**src/rtl/irq_pkg.sv**
```systemverilog
// Shared definitions for the irq_pending request-capture block.
package irq_pkg;

  localparam int OUT_SIZE_DEFAULT = 4;

  typedef enum logic {
    IDLE  = 1'b0,
    OFFER = 1'b1
  } irq_state_t;

  // Number of request lines served by an encoder of the given index width.
  function automatic int in_size(input int out_size);
    return 1 << out_size;
  endfunction

endpackage

```
**src/rtl/irq_pending_if.sv**
```systemverilog
// Bus between irq_pending, its 16:1 encoder and the downstream grant consumer.
interface irq_pending_if #(
  parameter int OUT_SIZE = irq_pkg::OUT_SIZE_DEFAULT
);
  localparam int IN_SIZE = irq_pkg::in_size(OUT_SIZE);

  logic [IN_SIZE-1:0]  irq;
  logic [IN_SIZE-1:0]  mask;
  logic [IN_SIZE-1:0]  pend;
  logic                enc_en;
  logic [OUT_SIZE-1:0] enc_idx;
  logic                pend_any;

  // Grant handshake: a transfer happens on a rising edge where req_valid and
  // req_ready are both high. Once raised, req_valid and req_idx stay stable
  // until that transfer; req_ready may toggle freely and may depend on req_valid.
  logic                req_valid;
  logic [OUT_SIZE-1:0] req_idx;
  logic                req_ready;

  modport slave (
    input  irq, mask, enc_idx, req_ready,
    output pend, enc_en, req_valid, req_idx, pend_any
  );

  modport master (
    output irq, mask, enc_idx, req_ready,
    input  pend, enc_en, req_valid, req_idx, pend_any
  );

endinterface

```
**src/rtl/irq_edge.sv**
```systemverilog
// Vector rising-edge detector; the history register loads every cycle, reset included,
// so lines already high when reset releases never look like new edges.
module irq_edge #(
  parameter int WIDTH = 16
) (
  input  logic             clk,
  input  logic [WIDTH-1:0] in_i,
  output logic [WIDTH-1:0] rise_o
);

  logic [WIDTH-1:0] irq_q;

  always_ff @(posedge clk) begin
    irq_q <= in_i;
  end

  assign rise_o = in_i & ~irq_q;

endmodule

```
**src/rtl/irq_pending.sv**
```systemverilog
// Sticky pending capture in front of the priority encoder, with a registered
// grant offered over valid/ready; acceptance clears the granted bit.
module irq_pending
  import irq_pkg::*;
#(
  parameter int OUT_SIZE = OUT_SIZE_DEFAULT
) (
  input  logic          clk,
  input  logic          rst,
  irq_pending_if.slave  bus,
  output irq_state_t    state_o
);

  localparam int IN_SIZE = in_size(OUT_SIZE);

  logic [IN_SIZE-1:0]  rise;
  logic [IN_SIZE-1:0]  clr;
  logic [IN_SIZE-1:0]  pend;
  logic [IN_SIZE-1:0]  pending_q, pending_d;
  logic [OUT_SIZE-1:0] req_idx_q, req_idx_d;
  irq_state_t          state_q, state_d;
  logic                pend_any;
  logic                accept;
  logic                enc_en;
  logic                req_valid;

  irq_edge #(
    .WIDTH (IN_SIZE)
  ) u_edge (
    .clk    (clk),
    .in_i   (bus.irq),
    .rise_o (rise)
  );

  assign pend     = pending_q & ~bus.mask;
  assign pend_any = |pend;
  assign accept   = (state_q == OFFER) && bus.req_ready;

  // The clear uses the registered index, so a bit masked during the offer still clears;
  // OR-ing rise last lets a fresh edge survive a same-cycle clear.
  always_comb begin
    clr = '0;
    if (accept) begin
      clr[req_idx_q] = 1'b1;
    end
    pending_d = (pending_q & ~clr) | rise;
  end

  always_comb begin
    state_d   = state_q;
    req_idx_d = req_idx_q;
    enc_en    = 1'b0;
    req_valid = 1'b0;
    unique case (state_q)
      IDLE: begin
        enc_en = pend_any;
        if (pend_any) begin
          req_idx_d = bus.enc_idx;
          state_d   = OFFER;
        end
      end
      OFFER: begin
        req_valid = 1'b1;
        if (bus.req_ready) begin
          state_d = IDLE;
        end
      end
      default: state_d = IDLE;
    endcase
  end

  always_ff @(posedge clk) begin
    if (rst) begin
      pending_q <= '0;
      req_idx_q <= '0;
      state_q   <= IDLE;
    end else begin
      pending_q <= pending_d;
      req_idx_q <= req_idx_d;
      state_q   <= state_d;
    end
  end

  assign bus.pend      = pend;
  assign bus.pend_any  = pend_any;
  assign bus.enc_en    = enc_en;
  assign bus.req_valid = req_valid;
  assign bus.req_idx   = req_idx_q;
  assign state_o       = state_q;

endmodule

```
**src/flat_wrapper.sv**
```systemverilog
// flat-port wrapper written by rule: the top's interface ports become plain ports
module irq_pending_flat import irq_pkg::*;
#(
  parameter int OUT_SIZE = OUT_SIZE_DEFAULT
)
  (clk, rst, state_o, bus_irq, bus_mask, bus_enc_idx, bus_req_ready, bus_pend, bus_enc_en, bus_req_valid, bus_req_idx, bus_pend_any);
  irq_pending_if #(.OUT_SIZE(OUT_SIZE)) bus_i ();
  input  logic clk;
  input  logic rst;
  output irq_state_t state_o;
  input wire logic [$bits(bus_i.irq)-1:0] bus_irq;
  input wire logic [$bits(bus_i.mask)-1:0] bus_mask;
  input wire logic [$bits(bus_i.enc_idx)-1:0] bus_enc_idx;
  input wire logic [$bits(bus_i.req_ready)-1:0] bus_req_ready;
  output wire logic [$bits(bus_i.pend)-1:0] bus_pend;
  output wire logic [$bits(bus_i.enc_en)-1:0] bus_enc_en;
  output wire logic [$bits(bus_i.req_valid)-1:0] bus_req_valid;
  output wire logic [$bits(bus_i.req_idx)-1:0] bus_req_idx;
  output wire logic [$bits(bus_i.pend_any)-1:0] bus_pend_any;
  assign bus_i.irq = bus_irq;
  assign bus_i.mask = bus_mask;
  assign bus_i.enc_idx = bus_enc_idx;
  assign bus_i.req_ready = bus_req_ready;
  assign bus_pend = bus_i.pend;
  assign bus_enc_en = bus_i.enc_en;
  assign bus_req_valid = bus_i.req_valid;
  assign bus_req_idx = bus_i.req_idx;
  assign bus_pend_any = bus_i.pend_any;
  irq_pending #(.OUT_SIZE(OUT_SIZE)) u_core (.clk(clk), .rst(rst), .bus(bus_i), .state_o(state_o));
endmodule
```
**config.mk**
```make
export PLATFORM = sky130hd
export DESIGN_NAME = irq_pending_flat
export DESIGN_NICKNAME = d
export VERILOG_FILES = /design/src/rtl/irq_pkg.sv /design/src/rtl/irq_pending_if.sv /design/src/rtl/irq_edge.sv /design/src/rtl/irq_pending.sv /design/src/flat_wrapper.sv
export SDC_FILE = /design/constraint.sdc
export NUM_CORES = 1
export LEC_CHECK = 0
export BUFFER_PORTS_ARGS = -buffer_cell sky130_fd_sc_hd__buf_2
export CAP_MARGIN = 0
export CORE_MARGIN = 5
export CORE_UTILIZATION = 40
export DETAILED_ROUTE_END_ITERATION = 8
export GPL_ROUTABILITY_DRIVEN = 0
export PLACE_DENSITY = 0.7
export SYNTH_ARGS = -nofsm -noshare
export SYNTH_HDL_FRONTEND = slang
export SYNTH_SLANG_ARGS = --single-unit
```
**constraint.sdc**
```tcl
create_clock -name clk -period 1.64 [get_ports clk]
set_clock_uncertainty 0.2 [all_clocks]
set_input_delay 0.082 -clock clk [delete_from_list [all_inputs] [get_ports clk]]
set_output_delay 0.082 -clock clk [all_outputs]
set_load 0.02 [all_outputs]
```
==> results.cfg <==
[run_status]
run_status = finished with violations
violations_in_the_final_reports = negative setup slack

[placement]
post_dp_cell_area_mm2 = 0.001842
io_buffers = 62
place.detailed.hpwl_mm = 2.829
placedCellCount = 239

[clock_network]
cts.sinks = 37
worst_skew_pair_latency_ns = 0.34
cts_buffers = 5
cts_root_buffer = sky130_fd_sc_hd__clkbuf_4
ctsHtreeMaxLevel = 2
max-clock-path-buffers = 2
clk_transition_reported_paths_ns = 0.11
tritoncts = done

[sta]
worst-slew-pin-transition_ns = 0.4046
finalHoldViolations = 0
final.period_utilization = 1.123
setup-violations-final = 3
tns_ns = -0.3822
finalWorstPathRequiredPeriod_ns = 1.842
slew_violations = 0
slew_headroom = 0.7302
final_setup_slack_of_the_worst_path_ns = -0.2017
timing.fmax_mhz = 543.0
rsz_0062_raised_after_global_routing = yes

[layout]
final_nets = 263
antenna-diode-count = 0
fill_cells = 272
layout-area-overhead-vs-synth_pct = 52.75
drive_above_1_share = 0.4196
finish.utilization = 0.6360
final_cells = 270
final_std_cell_area_no_fill_mm2 = 0.002156

[pwr]
total_power_mw = 1.913
vdd.ir_drop.worst_uv = 447.0
power_density_mw_per_mm2 = 887.4
power.static_leakage_nw = 0.9420

[detailed_routing]
finalWirelength_mm = 3.794
detailedRoute.firstIterationViolations = 26
antenna_left = 0
num_vias = 1272
viasPerCell = 4.711
route.detailed.wl_per_inst_um = 14.05
drc_errors = 0
dr.pass1.iters = 4

[synthesis]
simple_gate_share_of_the_synthesized_area = 0.2908
xor_and_xnor_fraction_of_the_mapped_netlist_area = 0
post_synth_inst_count = 134
seq_area_frac_synth = 0.5248
synth.top_cells.by_area = sky130_fd_sc_hd__dfxtp_1 52%, sky130_fd_sc_hd__nand2b_1 12%, sky130_fd_sc_hd__a21oi_1 6.0%
synth_mux_area_frac = 0.02837
synth.net_count = 173
synthesis.area_mm2 = 0.001411
synth.ff_latch_count = 37
count_of_unique_library_cells_instantiated_by_yosys = 20
synth_top_family_by_area = simple AND/OR/NAND/NOR gates
post_synth_fa_ha_maj_area_fraction = 0
avgSynthCellArea_um2 = 10.53
synth_area_leader_cell = sky130_fd_sc_hd__dfxtp_1
synth_compound_gate_area_share = 0.1418
synth.top_cell.area_share = 0.5248
synth.yosys.warnings = 0

[global_routing]
grt_overflow_total = 0
grt.total_usage = 0.1651
grt_pass1_vias = 1443
grt_start_max_net_pins = 26
grt_first_pass_wirelength_mm = 6.444
antenna_found_initial = 0

[floorplan]
die_area_mm2 = 0.004816
die_width_um = 69.40
core_mm2 = 0.003390
io-pin-count = 63
initial_utilization = 0.4164
floorplan.rows = 21
chipHeight_um = 69.40

[setup_path]
critPathCaptureType = output pin
path_class = flip-flop to output pin
worst-endpoint-required_ns = 1.36
worst_path_max_delay_cell = sky130_fd_sc_hd__nor4_4
critical_path.max_fanout = 2
crit_chain = nor2b_4 > nor4_4 > nand4_1 > buf_6
startpoint_type = flip-flop
dominant_delay_contributor_by_cell_family_on_the_critical_path = simple AND/OR/NAND/NOR gates
arrival_ns = 1.56
cp_slowest_stage_delay_ns = 0.36
critical_path.n_buffers_inverters = 1

[worst_hold_path]
min_path_type = primary input to flip-flop

[job]
number_of_max_capacitance_violations_reported = 0
state kept, by name (all words and copies together), names as in the netlist:
| name | cells |
|---|---|
| u_core.bus.req_idx | 4 |
| u_core.pending_q | 16 |
| u_core.state_o | 1 |
| u_core.u_edge.irq_q | 16 |
routing by layer:
metal	track usage	vias up	routed length, um
met1	0.1720	593	1450
li1	-	638	-
met4	0.07809	0	73
met3	0.03913	7	179
met5	0	-	0
met2	0.3072	34	2091
Yosys cell counts:
cell	instances
sky130_fd_sc_hd__nor2b_1	12
sky130_fd_sc_hd__nand2_1	2
sky130_fd_sc_hd__nand4b_1	2
sky130_fd_sc_hd__buf_4	1
sky130_fd_sc_hd__or3_1	1
sky130_fd_sc_hd__o21ai_0	12
sky130_fd_sc_hd__o21a_1	1
sky130_fd_sc_hd__nor2b_4	4
sky130_fd_sc_hd__buf_2	1
sky130_fd_sc_hd__or2_2	1
sky130_fd_sc_hd__a21oi_1	17
sky130_fd_sc_hd__mux2i_1	4
sky130_fd_sc_hd__clkbuf_1	2
sky130_fd_sc_hd__nor4_2	2
sky130_fd_sc_hd__nand4_1	2
sky130_fd_sc_hd__dfxtp_1	37
sky130_fd_sc_hd__nand2b_1	26
sky130_fd_sc_hd__a41oi_4	1
sky130_fd_sc_hd__o21ai_1	4
sky130_fd_sc_hd__nor4_4	2
final cells by class:
| type | instances | area, um2 | area share |
|---|---|---|---|
| flip-flops and latches | 37 | 743.2 | 0.3447 |
| repair buffers | 87 | 569.3 | 0.2641 |
| well taps | 46 | 57.56 | 0.02670 |
| clock buffers | 7 | 55.05 | 0.02554 |
| multi-input cells | 93 | 730.7 | 0.3389 |
cell families (layout without fill, tap and decap cells):
| kind of cell | after synthesis | count (layout) |
|---|---|---|
| AOI/OAI and AO/OA | 35 | 35 |
| buffers and inverters | 4 | 94 |
| DFF | 37 | 37 |
| muxes | 4 | 4 |
| and+or+nand+nor | 54 | 54 |
final timing paths:
| path | startpoint | endpoint | slack [ns] | cells past startpoint |
|---|---|---|---|---|
| worst max-delay path | u_core.pending_q[6]$_SDFF_PP0_ | bus_pend_any | -0.20 | 4 |
| worst min-delay path | bus_irq[8] | u_core.u_edge.irq_q[8]$_DFF_P_ | 0.19 | 2 |
| worst max register to register | u_core.pending_q[6]$_SDFF_PP0_ | u_core.state_o$_SDFF_PP0_ | -0.03 | 5 |
| worst min register to register | u_core.pending_q[15]$_SDFF_PP0_ | u_core.pending_q[15]$_SDFF_PP0_ | 0.28 | 2 |
cells in the final DEF (no fill, tap or decap):
cell,n
sky130_fd_sc_hd__nand2_1,2
sky130_fd_sc_hd__dfxtp_2,2
sky130_fd_sc_hd__nor2b_1,1
sky130_fd_sc_hd__buf_6,3
sky130_fd_sc_hd__o21ai_0,12
sky130_fd_sc_hd__mux2i_1,4
sky130_fd_sc_hd__o21ai_1,4
sky130_fd_sc_hd__buf_4,2
sky130_fd_sc_hd__buf_2,60
sky130_fd_sc_hd__dlygate4sd3_1,22
sky130_fd_sc_hd__or2_2,1
sky130_fd_sc_hd__nand2b_1,26
sky130_fd_sc_hd__clkbuf_4,5
sky130_fd_sc_hd__dfxtp_1,35
sky130_fd_sc_hd__a21oi_1,17
sky130_fd_sc_hd__clkbuf_1,1
sky130_fd_sc_hd__or3_1,1
sky130_fd_sc_hd__nor2b_4,11
sky130_fd_sc_hd__nand4_1,2
sky130_fd_sc_hd__clkbuf_8,1
sky130_fd_sc_hd__nor2b_2,4
sky130_fd_sc_hd__nand4b_1,2
sky130_fd_sc_hd__o21a_1,1
sky130_fd_sc_hd__a41oi_4,1
sky130_fd_sc_hd__nor4_4,4
power by group:
part | internal [mW] | switching [mW] | leakage (nW)
Combinational | 0.223 | 0.209 | 0.601
Clock | 0.202 | 0.278 | 0.0314
Sequential | 0.961 | 0.0391 | 0.310
metrics by stage:
| step | hold slack (ns) | setup slack (ns) |
|---|---|---|
| floorplan | -0.09028 | -0.0007150 |
| global placement | 0.0001827 | 0.1253 |
| detailed placement | 0.002630 | 0.1151 |
| CTS | 0.1779 | -0.1676 |
| global route | 0.1681 | -0.2720 |
| finish | 0.1852 | -0.2017 |
timing repair:
item | in CTS | in global routing
hold endpoints to repair | 37 | 0
pin swaps | 3 | 5
resized for setup | 1 | 7
buffers inserted | 2 | 0
hold buffers | 22 | 0
endpoints found under the setup margin | 2 | 6
Power figures use the tool's default switching activity.
